==> config.mk <==
export PLATFORM = sky130hd
export DESIGN_NAME = branch_predictor
export DESIGN_NICKNAME = d
export VERILOG_FILES = /design/src/rtl/bp_pkg.sv /design/src/rtl/bp_sat_counter.sv /design/src/rtl/branch_predictor.sv
export SDC_FILE = /design/constraint.sdc
export NUM_CORES = 1
export LEC_CHECK = 0
export BUFFER_PORTS_ARGS = -buffer_cell sky130_fd_sc_hd__buf_2
export CAP_MARGIN = 20
export CORE_MARGIN = 2
export CORE_UTILIZATION = 40
export CTS_BUF_LIST = sky130_fd_sc_hd__clkbuf_4 sky130_fd_sc_hd__clkbuf_8 sky130_fd_sc_hd__clkbuf_16
export DETAILED_ROUTE_END_ITERATION = 6
export GPL_TIMING_DRIVEN = 0
export PLACE_DENSITY = 0.66
export RECOVER_POWER = 100
export REMOVE_ABC_BUFFERS = 1
export SYNTH_ARGS = -nofsm -noshare
export SYNTH_HDL_FRONTEND = slang
export SYNTH_HIERARCHICAL = 1
export SYNTH_SLANG_ARGS = --single-unit
==> constraint.sdc <==
create_clock -name clk -period 3.3 [get_ports clk]
set_input_delay 0.165 -clock clk [delete_from_list [all_inputs] [get_ports clk]]
set_output_delay 0.165 -clock clk [all_outputs]
set_load 0.05 [all_outputs]
==> src/rtl/bp_pkg.sv <==
// Shared definitions for the branch-direction predictor.
// Latency: n/a (types, constants and a pure helper function only).
// Backpressure: n/a.
package bp_pkg;

    // 2-bit saturating counter states. The prediction is bit [1].
    localparam logic [1:0] SNT = 2'b00;
    localparam logic [1:0] WNT = 2'b01;
    localparam logic [1:0] WT  = 2'b10;
    localparam logic [1:0] ST  = 2'b11;

    // Default number of PC index bits (table holds 2^IDX_W counters).
    localparam int BP_IDX_W_DEF = 6;

    // Table index of a PC: word address with the byte-offset bits dropped,
    // masked to idx_w bits. No tag is kept, so different PCs can alias.
    function automatic logic [31:0] bp_index(input logic [31:0] pc, input int idx_w);
        logic [31:0] mask;
        mask = (32'd1 << idx_w) - 32'd1;
        return (pc >> 2) & mask;
    endfunction

endpackage

==> src/rtl/bp_sat_counter.sv <==
// Next-state function of one 2-bit saturating direction counter.
// Latency: purely combinational, zero cycles.
// Backpressure: none; when en is low the state passes through unchanged.
module bp_sat_counter
    import bp_pkg::*;
(
    input  logic [1:0] state,
    input  logic       taken,
    input  logic       en,
    output logic [1:0] next_state
);

    // Step toward ST on taken, toward SNT on not-taken, clamping at the ends.
    always_comb begin
        next_state = state;
        if (en) begin
            if (taken) begin
                if (state != ST) begin
                    next_state = state + 2'd1;
                end
            end else begin
                if (state != SNT) begin
                    next_state = state - 2'd1;
                end
            end
        end
    end

endmodule

==> src/rtl/branch_predictor.sv <==
// Bimodal branch-direction predictor (2-bit counters, untagged); optional stats via BP_STATS_EN.
// Latency: prediction combinational from f_pc; training written on the qualifying clock edge.
// Backpressure: never stalls the pipeline; d_stall holds off the update for every stalled cycle.
module branch_predictor
    import bp_pkg::*;
#(
    parameter int IDX_W = BP_IDX_W_DEF,
    parameter int CNT_W = 32
) (
    input  logic             clk,
    input  logic             reset_n,
    input  logic [31:0]      f_pc,
    output logic             f_pred_taken,
    input  logic             d_valid,
    input  logic             d_stall,
    input  logic [31:0]      d_pc,
    input  logic             d_taken,
    input  logic             d_pred,
    output logic             mispredict,
    output logic [CNT_W-1:0] stat_branches,
    output logic [CNT_W-1:0] stat_mispred
);

    localparam int ENTRIES = 1 << IDX_W;

    logic [IDX_W-1:0] f_idx;
    logic [IDX_W-1:0] d_idx;
    logic [1:0]       tbl [ENTRIES];
    logic             upd;
    logic [1:0]       cur_state;
    logic [1:0]       nxt_state;

    assign f_idx = IDX_W'(bp_index(f_pc, IDX_W));
    assign d_idx = IDX_W'(bp_index(d_pc, IDX_W));

    // Read port: no bypass, so a same-cycle update to this index is not seen yet.
    assign f_pred_taken = tbl[f_idx][1];

    // A branch trains exactly once: on the cycle it is valid and not stalled.
    assign upd        = d_valid & ~d_stall;
    assign mispredict = upd & (d_taken ^ d_pred);

    assign cur_state = tbl[d_idx];

    bp_sat_counter u_sat_counter (
        .state      (cur_state),
        .taken      (d_taken),
        .en         (upd),
        .next_state (nxt_state)
    );

    // Counter table as flops so every entry can reset asynchronously to WNT.
    always_ff @(posedge clk or negedge reset_n) begin
        if (!reset_n) begin
            for (int i = 0; i < ENTRIES; i++) begin
                tbl[i] <= WNT;
            end
        end else if (upd) begin
            tbl[d_idx] <= nxt_state;
        end
    end

`ifdef BP_STATS_EN
    logic [CNT_W-1:0] br_cnt;
    logic [CNT_W-1:0] mis_cnt;

    // Retired-branch and misprediction counts, each saturating at all-ones.
    always_ff @(posedge clk or negedge reset_n) begin
        if (!reset_n) begin
            br_cnt  <= '0;
            mis_cnt <= '0;
        end else begin
            if (upd && (br_cnt != '1)) begin
                br_cnt <= br_cnt + 1'b1;
            end
            if (mispredict && (mis_cnt != '1)) begin
                mis_cnt <= mis_cnt + 1'b1;
            end
        end
    end

    assign stat_branches = br_cnt;
    assign stat_mispred  = mis_cnt;
`else
    assign stat_branches = '0;
    assign stat_mispred  = '0;
`endif

endmodule

; ---- Word level (Yosys, flattened, before mapping)
; Cells that the tools add are included.
[op_classes]
n_lt_le_gt_ge = 3
reduce_logical = 2
bitwise = 6
shifts = 0
muxes = 13
add_sub_neg = 2
n_mul = 0
div = 0
n_eq_ne = 1
[ops]
columns = operator, n
row1 = $bwmux W128, 1
row2 = $bmux W2 S6, 2
row3 = $mux W2, 9
row4 = $ge A7 B7 Y1 const B, 2
row5 = $not A6 Y7, 2
row6 = $demux W2 S6, 1
row7 = $lt A7 B1 Y1 const B, 1
row8 = $add A2 B1 Y2 const B, 1
row9 = $and A1 B1 Y1, 2
row10 = $ne A2 B2 Y1 const B, 1
row11 = $reduce_bool A2 Y1, 1
row12 = $sub A2 B1 Y2 const B, 1
row13 = $logic_and A1 B1 Y1, 1
row14 = $not A1 Y1, 1
row15 = $xor A1 B1 Y1, 1
[totals]
inputBits = 70
ram_bits = 0
n_memories = 0
latchBits = 0
regBits = 128
romBits = 0
wordCells = 91
out_inout_bits = 66

; ---- Depth between registers and ports, before layout
; Gate-level depths: netlist (run 1).
[logic_depth]
depth_word = 9
mapped_depth = 14
depth_no_buf = 9

; ---- Hierarchy
; The synthesis (run 1) kept the hierarchy.
[by_module_without_submodules]
columns = module, seq_area_each_um2, n_inst, cells_per_inst, area_each_um2
row1 = branch_predictor, 3283.1, 1, 646, 7528.5
row2 = bp_sat_counter, 0.0, 1, 9, 62.6

; ---- Worst setup path before layout (run 1)
; OpenSTA, ideal clock, no wires.
[synth_path]
path_type = input port to flip-flop
startpoint = input port d_pc[3]
endpoint = register tbl[108] (netlist name)
slack_ps = 639
stages = 13
t_arrival_ps = 2601
path_buffers = 5
t_required_ps = 3240
setup_time_ps = 60
cell_sequence = buf_4 buf_2 buf_1 mux2_2 nand2_1 o211ai_1 a22oi_1 nand4_1 mux2i_1 o211ai_2 buf_1 clkbuf_1 mux2_2
[synth_via]
elab_chain_cells = 9
elab_cells_between_ends = 18
cone_classes = 2 x add/sub / 2 x order compare / 1 x eq/ne / 10 x mux / 1 x bitwise / 2 x reduce/logical
[synth_rtl]
columns = element, line
row1 = start: declaration, branch_predictor.sv:16  ; input logic [31:0] d_pc,
row2 = $not A6 Y7 (implied by the code) *, branch_predictor.sv:43  ; assign cur_state = tbl[d_idx];
row3 = $bmux W2 S6 *, branch_predictor.sv:43
row4 = $mux W2 (implied by the code) * (2 in series), branch_predictor.sv:43
row5 = net cur_state[0], branch_predictor.sv:30  ; logic [1:0] cur_state;
row6 = "$sub A2 B1 Y2, or another cell as far along", bp_sat_counter.sv:23  ; next_state = state - 2'd1;
row7 = $mux W2 (on tied branches), "bp_sat_counter.sv:22, bp_sat_counter.sv:18"
row8 = $mux W2, bp_sat_counter.sv:17  ; if (taken) begin
row9 = $mux W2 *, bp_sat_counter.sv:16  ; if (en) begin
row10 = net nxt_state[0], branch_predictor.sv:31  ; logic [1:0] nxt_state;
row11 = $bwmux W128 *, branch_predictor.sv:59  ; tbl[d_idx] <= nxt_state;
row12 = end signal: indexed assignment, branch_predictor.sv:59
row13 = end: declaration, branch_predictor.sv:28  ; logic [1:0] tbl [ENTRIES];
; The timed path passes the listed nets; every way through them passes the cells marked *. The select of a mux whose other input is x is not followed.
; A chain may end at the register's enable or synchronous reset.

; ---- Worst setup path after layout (run 1)
[layout_path]
startpoint = input port d_pc[3]
endpoint = register tbl[53] (netlist name)
; The elaborated chain is that of the path after synthesis.

==> flow_metrics.tcl, run 1 <==
set metrics [dict create \
    fp-row-count 50 \
    crit_chain "buf_4, mux2_2, a221oi_1, a21oi_1, o21ai_0, or4b_1, a21oi_4, o22ai_4, buf_16, buf_16, mux2_2" \
    cp_slowest_stage_delay_ps 570 \
    syn_avg_cell_area_um2 11.6 \
    reg.largest.list "tbl x128" \
    syn-cell-area_um2 7590 \
    power_per_cell_area_nw_per_um2 508 \
    gr-total-overflow 0 \
    grt_pass1_vias 5395 \
    yosys.area.top_type_share_pct 22.2 \
    outcome "finished with violations" \
    numCtsBuffers 17 \
    fin_nets 720 \
    vias 5261 \
    post_dp_cell_area_um2 7650 \
    detailedRoute.firstIterationViolations 521 \
    worstMarginPinSlew_ps 2270 \
    floorplan.core_area_um2 18600 \
    htree_levels 4 \
    top_register "tbl" \
    initial_core_util_pct 40.7 \
    postSynthCellCount 655 \
    path_max_fanout 43 \
    cts_tree "yes" \
    fin_cells 897 \
    start_kind "input port" \
    final-hold-violation-count 0 \
    cts_root_buffer "clkbuf_16" \
    max-clock-path-buffers 2 \
    skew_ps 12.5 \
    violations "max-capacitance violations, max-slew violations" \
    stdcell_area_um2 8280 \
    synth.area.top_cells "dfstp_2, dfrtp_1, mux2_2, buf_4, mux4_2" \
    wl_um 19500 \
    pin_count 136 \
    p_total_mw 4.21 \
    drv_slew 41 \
    utilization_pct 44.4 \
    ys_warn_count 6 \
    finalCritPeriodShare_pct 97.1 \
    ant_nets 0 \
    die-area_um2 20100 \
    relSlewSlack_pct -51.0 \
    use_met1_pct 25.6 \
    portBuffers 19 \
    post_drt_wl_per_cell_um 21.7 \
    cellLeakagePower_nw 3.65 \
    synthDistinctLibCells 50 \
    maxCapViolCount 1 \
    drive_gt1_share_pct 43.2 \
    cpMaxStageDelayCell "or4b_1" \
    hpwl_um 12300 \
    antenna_found_initial 1 \
    dieWidth_um 142 \
    largest_reg_flops 128 \
    dp_cells 862 \
    synth_edf_count 0 \
    clock-sinks 128 \
    max-vdd-ir-drop_mv 0.489 \
    grt_pass1_wl_um 30300 \
    ys_async_sr_fraction_pct 100 \
    synth_top_cell_by_area "dfstp_2" \
    postLayoutSetupSlackWorst_ps 94.7 \
    routabilityCongestion 0.825 \
    clk_pin_slew_ps 50 \
    clkLatencyLatePin_ps 420 \
    critPathCaptureType "flop" \
    setup_viol 0 \
    firstDrtPassIters 5 \
    grtUsageTotal_pct 19.9 \
    post_cts.repair.setup_buffers 0 \
    use_met2_pct 32.1 \
    via_per_inst 5.87 \
    ys_seq_area_share_pct 43.3 \
    rrSetupSlack_ps 110 \
    area_growth_pct 9.02 \
    criticalPathCategory "in -> reg" \
    drc 0 \
    grt_max_degree 89 \
    dp_slack_ps -871 \
    synth_ff_type "dfstp_2" \
    synth_seq_cells 128 \
    max_freq_ghz 0.312 \
    worstPathRequired_ps 3600 \
    die_height_um 142 \
    grt_busiest_layer "met2" \
    min_path_type "in -> reg" \
    arrival_ps 3500 \
    grt_util_met3_pct 5.43 \
    rsz0062_at_grt "true" \
    min_period_ps 3210 \
]
-- synthesized netlist by cell type, drive strengths merged, types with 2 or more instances --
| library cell | instances |
|---|---|
| and2 | 6 |
| a21oi | 14 |
| a221oi | 6 |
| o211a | 2 |
| nor3b | 2 |
| a22oi | 8 |
| buf | 88 |
| a31oi | 8 |
| nor2b | 8 |
| clkbuf | 26 |
| nand2 | 52 |
| mux4 | 22 |
| or2 | 3 |
| nor2 | 50 |
| dfstp | 64 |
| dfrtp | 64 |
| o22ai | 4 |
| nand3 | 11 |
| a2bb2oi | 2 |
| mux2 | 143 |
| o21ai | 9 |
| mux2i | 25 |
| and3 | 7 |
| o211ai | 3 |
| inv | 5 |
| a22o | 7 |
-- per-layer routing --
metal	vias up	wire, µm
met3	42	1530
met2	276	9490
li1	2226	-
met4	0	469
met1	2717	8020
met5	-	0
-- worst max-delay path: cells and delay by family --
| family | cells | cell delay (ps) |
|---|---|---|
| compound gates | 5 | 1140 |
| mux | 2 | 670 |
| simple gates | 1 | 570 |
| buf+inv | 3 | 870 |
-- cell type report --
type,instances,area (µm²)
Sequential cell,128,3280
Timing Repair Buffer,25,239
Clock inverter,6,57.6
Multi-Input combinational cell,473,3860
Antenna cell,1,2.50
Tap cell,234,293
Clock buffer,25,517
Inverter,5,18.8
Fill cell,1674,10400
-- report_power, final --
group	switching (mW)	internal [mW]
combinational	0.444	0.200
clock	0.667	1.15
sequential	0.0549	1.69
total	1.17	3.04
-- what timing repair did --
action	4_1_cts	5_1_grt
endpoints found under the setup margin	109	73
pin swaps	1	2
resized for setup	5	4
hold buffers	1	0
hold endpoints to repair	40	0
gates cloned	1	1
-- logic make-up after synthesis --
kind of cell,share of synthesized area (%)
AOI/OAI and AO/OA,6.61
xor gates and xnor gates,0.115
buffers and inverters,9.82
DFF,43.3
muxes,31.5
other,0.0494
and+or+nand+nor,8.62
-- final timing paths --
| kind | cells after the start | from | to |
|---|---|---|---|
| min | 5 | d_pc[5] | tbl[46]$_DFFE_PN1P_ |
| max | 11 | d_pc[3] | tbl[53]$_DFFE_PN0P_ |
| min in group asynchronous | 2 | reset_n | tbl[51]$_DFFE_PN0P_ |
| min reg2reg | 1 | tbl[75]$_DFFE_PN0P_ | tbl[75]$_DFFE_PN0P_ |
| max in group asynchronous | 3 | reset_n | tbl[10]$_DFFE_PN1P_ |
| max reg2reg | 11 | tbl[67]$_DFFE_PN0P_ | tbl[53]$_DFFE_PN0P_ |
-- per-stage QoR --
| stage | setup TNS, ps | hold WS, ps |
|---|---|---|
| CTS | 0 | 228 |
| global route | -1390 | 423 |
| floorplan | -8920 | -131 |
| detailed placement | -83010 | 101 |
| global placement | -337940 | 503 |
| finish | 0 | 405 |
-- cells in the final DEF, fill, tap and decap left out, types with 7 or more instances in the layout --
master     count
nand2_1       52
dfstp_2       64
a31oi_1        8
mux4_2        16
mux2i_1       25
a21oi_1       13
nand3_1       11
conb_1        64
buf_2         13
o21ai_0        9
a22o_1         7
mux2_2       136
and3_1         7
nor2_1        50
clkbuf_16     17
a22oi_1        8
dfrtp_1       64
Note: power is estimated with default switching activity, not from simulation.
==> inputs of run 2 (changes only) <==
--- a/config.mk
+++ b/config.mk
@@ -5,6 +5,7 @@
 export SDC_FILE = /design/constraint.sdc
 export NUM_CORES = 1
 export LEC_CHECK = 0
+export ABC_AREA = 1
 export BUFFER_PORTS_ARGS = -buffer_cell sky130_fd_sc_hd__buf_2
 export CAP_MARGIN = 20
 export CORE_MARGIN = 2
==> constraint.sdc (replaced) <==
create_clock -name clk -period 3.4 [get_ports clk]
set_input_delay 0.17 -clock clk [delete_from_list [all_inputs] [get_ports clk]]
set_output_delay 0.17 -clock clk [all_outputs]
set_load 0.05 [all_outputs]
==> run 2 against run 1 <==
Against the previous run: the run still ends with max-capacitance violations, max-slew violations left; highest routed layer unchanged; clock power rose by 3%; wire length rose by 5.9%; area after synthesis rose by 1.0%; clock-buffer cell count fell by 5; core utilization fell by 0.61 points; combinational power fell by 32%; critical path depth rose by 5; register-to-register slack improved by 880 ps.
==> flow_metrics.tcl, run 2 <==
set metrics [dict create \
    postLayoutSetupSlackWorst_ps 378 \
    p_total_mw 3.90 \
    floorplan.core_area_um2 18800 \
    outcome "finished with violations" \
    final_common_cell "nand2_1" \
    reg.largest.list "tbl x128" \
    largest_reg_flops 128 \
    max-vdd-ir-drop_mv 0.263 \
    maxCapViolCount 1 \
    clockPowerShare_pct 48.3 \
    fin_cells 1311 \
    dieWidth_um 142 \
    ys_warn_count 6 \
    critPathCaptureType "flop" \
    finalSetupTns_ps 0 \
    p_int_mw 2.81 \
    synth_ff_type "dfstp_2" \
    die_height_um 142 \
    fp-row-count 50 \
    firstDrtPassIters 5 \
    hold_path_end "tbl[110]$_DFFE_PN1P_" \
    r2r-end "tbl[58]$_DFFE_PN1P_" \
    top_register "tbl" \
    syn_avg_cell_area_um2 7.11 \
    grtUsageTotal_pct 21.4 \
    max-clock-path-buffers 2 \
    pin_count 136 \
    power.switching_mw 1.09 \
    hpwl_um 11700 \
    antenna_found_initial 0 \
    dp_cells 1277 \
    path_max_fanout 70 \
    min_period_ps 3020 \
    clk_pin_slew_ps 60 \
    portBuffers 19 \
    syn-cell-area_um2 7670 \
    max_freq_ghz 0.331 \
    violations "max-capacitance violations, max-slew violations" \
    cts_root_buffer "clkbuf_16" \
    synth_edf_count 0 \
    drive_gt1_share_pct 13.1 \
    utilization_pct 43.8 \
    grt_pass1_vias 6230 \
    vias 6791 \
    htree_levels 4 \
    synth.top_cells.by_count "nand2_1, o21ai_0, buf_4" \
    ys_seq_area_share_pct 42.8 \
    layout_common_cells "nand2_1, o21ai_0, conb_1, dfstp_2, dfrtp_1" \
    numCtsBuffers 17 \
    synth.area.top_cells "nand2_1, dfstp_2, dfrtp_1, buf_4, o21ai_0" \
    ant_nets 0 \
    die-area_um2 20300 \
    via_per_inst 5.18 \
    arrival_ps 3300 \
    swShare_pct 27.9 \
    worstMarginPinSlew_ps 2730 \
    fin_nets 1134 \
    ys_async_sr_fraction_pct 100 \
    detailedRoute.firstIterationViolations 788 \
    ff2ff_path_depth 13 \
    worstPathRequired_ps 3680 \
    criticalPathCategory "in -> reg" \
    clock-sinks 128 \
    dp_slack_ps -631 \
    pwr-share-seq_pct 40.5 \
    rsz0062_at_grt "false" \
    setup_viol 0 \
    synth_top_cell_by_area "nand2_1" \
    drc 0 \
    holdPathStages 4 \
    power_frac_comb_pct 11.2 \
    drv_slew 50 \
    area_growth_pct 7.13 \
    wl_um 20700 \
    final-hold-violation-count 0 \
    finalCritPeriodShare_pct 88.9 \
    min_path_type "in -> reg" \
    power_per_cell_area_nw_per_um2 474 \
    crit-reg2reg-launch "tbl[100]$_DFFE_PN1P_" \
    post_drt_wl_per_cell_um 15.8 \
    clkLatencyLatePin_ps 430 \
    gr-total-overflow 0 \
    min_from "d_pc[7]" \
    initial_core_util_pct 40.9 \
    routabilityCongestion 0.808 \
    start_kind "input port" \
    postSynthCellCount 1078 \
    relSlewSlack_pct -81.7 \
    yosysMostFrequentCell "nand2_1" \
    grt_max_degree 80 \
    skew_ps 8.81 \
    synthDistinctLibCells 24 \
    grt_pass1_wl_um 33200 \
    cellLeakagePower_nw 3.56 \
    cts_tree "yes" \
    rrSetupSlack_ps 990 \
    synth_seq_cells 128 \
    n_antenna_cell 0 \
    yosys.area.top_type_share_pct 27.2 \
]
[run 2: changes by cell type in the layout (fill, tap and decap cells not counted), moves of 13 or more]
cell / previous run / this run
mux4_2: 16 / 0
mux2_2: 136 / 0
mux2i_1: 25 / 0
o21ai_0: 9 / 135
nand3_1: 11 / 54
nand4_1: 1 / 14
nand2_1: 52 / 556
nor2_1: 50 / 8
[run 2: repair_timing]
item | CTS | global route
hold buffers | 1 | 0
setup endpoints to repair | 63 | 75
gates resized for setup | 1 | 3
setup buffers | 0 | 0
gates cloned | 0 | 0
endpoints found under the hold margin | 24 | 0
[run 2: stage by stage]
stage / instance area [µm²] / hold slack, ps
floorplan: 7150 / -126
global placement: 7540 / 459
detailed placement: 7580 / 144
CTS: 8190 / 215
global route: 8220 / 257
finish: 8220 / 231
[run 2: cell type report]
type | instances | area [µm²]
Timing Repair Buffer | 22 | 163
Tap cell | 234 | 293
Fill cell | 1913 | 10600
Inverter | 18 | 80.1
Sequential cell | 128 | 3280
Clock inverter | 12 | 140
Clock buffer | 20 | 460
Multi-Input combinational cell | 877 | 3800
[run 2: kinds of logic (layout without fill, tap and decap cells)]
logic type	count (synthesis)	after routing	synth area share [%]
AND/OR/NAND/NOR	653	653	35.9
other	1	64	0.0489
buffers and inverters	136	72	10.8
AO/OA/AOI/OAI	160	160	10.4
flip-flops	128	128	42.8
[run 2: worst max-delay path, stage by stage]
cell and delay, ps:
buf_4 710, inv_6 440, nand2_1 150, a21oi_1 80, o21ai_0 320, nand2_1 90
nand2_1 100, nand2_1 60, nor2_1 80, nand2_1 90, inv_1 60, nand2_1 40
nand2_1 60, nand2_1 80, inv_4 450, o21ai_0 220
[run 2: power by group through the flow]
| stage | sequential (mW) | clock, mW | combinational, mW |
|---|---|---|---|
| 2_1_floorplan | 1.60 | 0 | 0.281 |
| 3_3_place_gp | 1.60 | 0 | 0.427 |
| 5_1_grt | 1.58 | 1.97 | 0.473 |
| 4_1_cts | 1.58 | 1.90 | 0.436 |
| 3_5_place_dp | 1.60 | 0 | 0.434 |
| 6_report | 1.58 | 1.88 | 0.438 |
[run 2: per-layer routing]
metal / part of all wire [%] / wire length [µm] / vias to the layer above / global-route usage (%)
met4: 2.9 / 590 / 0 / 8.39
met5: 0 / 0 / - / 0
li1: - / - / 3314 / -
met3: 6.4 / 1330 / 47 / 5.22
met1: 43 / 8970 / 3167 / 27.9
met2: 47 / 9760 / 263 / 34.4
[run 2: worst max-delay path by stage]
stage                     startpoint              endpoint
after floorplan              d_pc[2]  tbl[101]$_DFFE_PN0P_
after CTS                    d_pc[3]   tbl[63]$_DFFE_PN0P_
after global routing         reset_n  tbl[117]$_DFFE_PN0P_
after detailed placement     d_pc[2]   tbl[58]$_DFFE_PN1P_
after global placement       d_pc[2]   tbl[62]$_DFFE_PN1P_
final                        d_pc[2]   tbl[57]$_DFFE_PN0P_
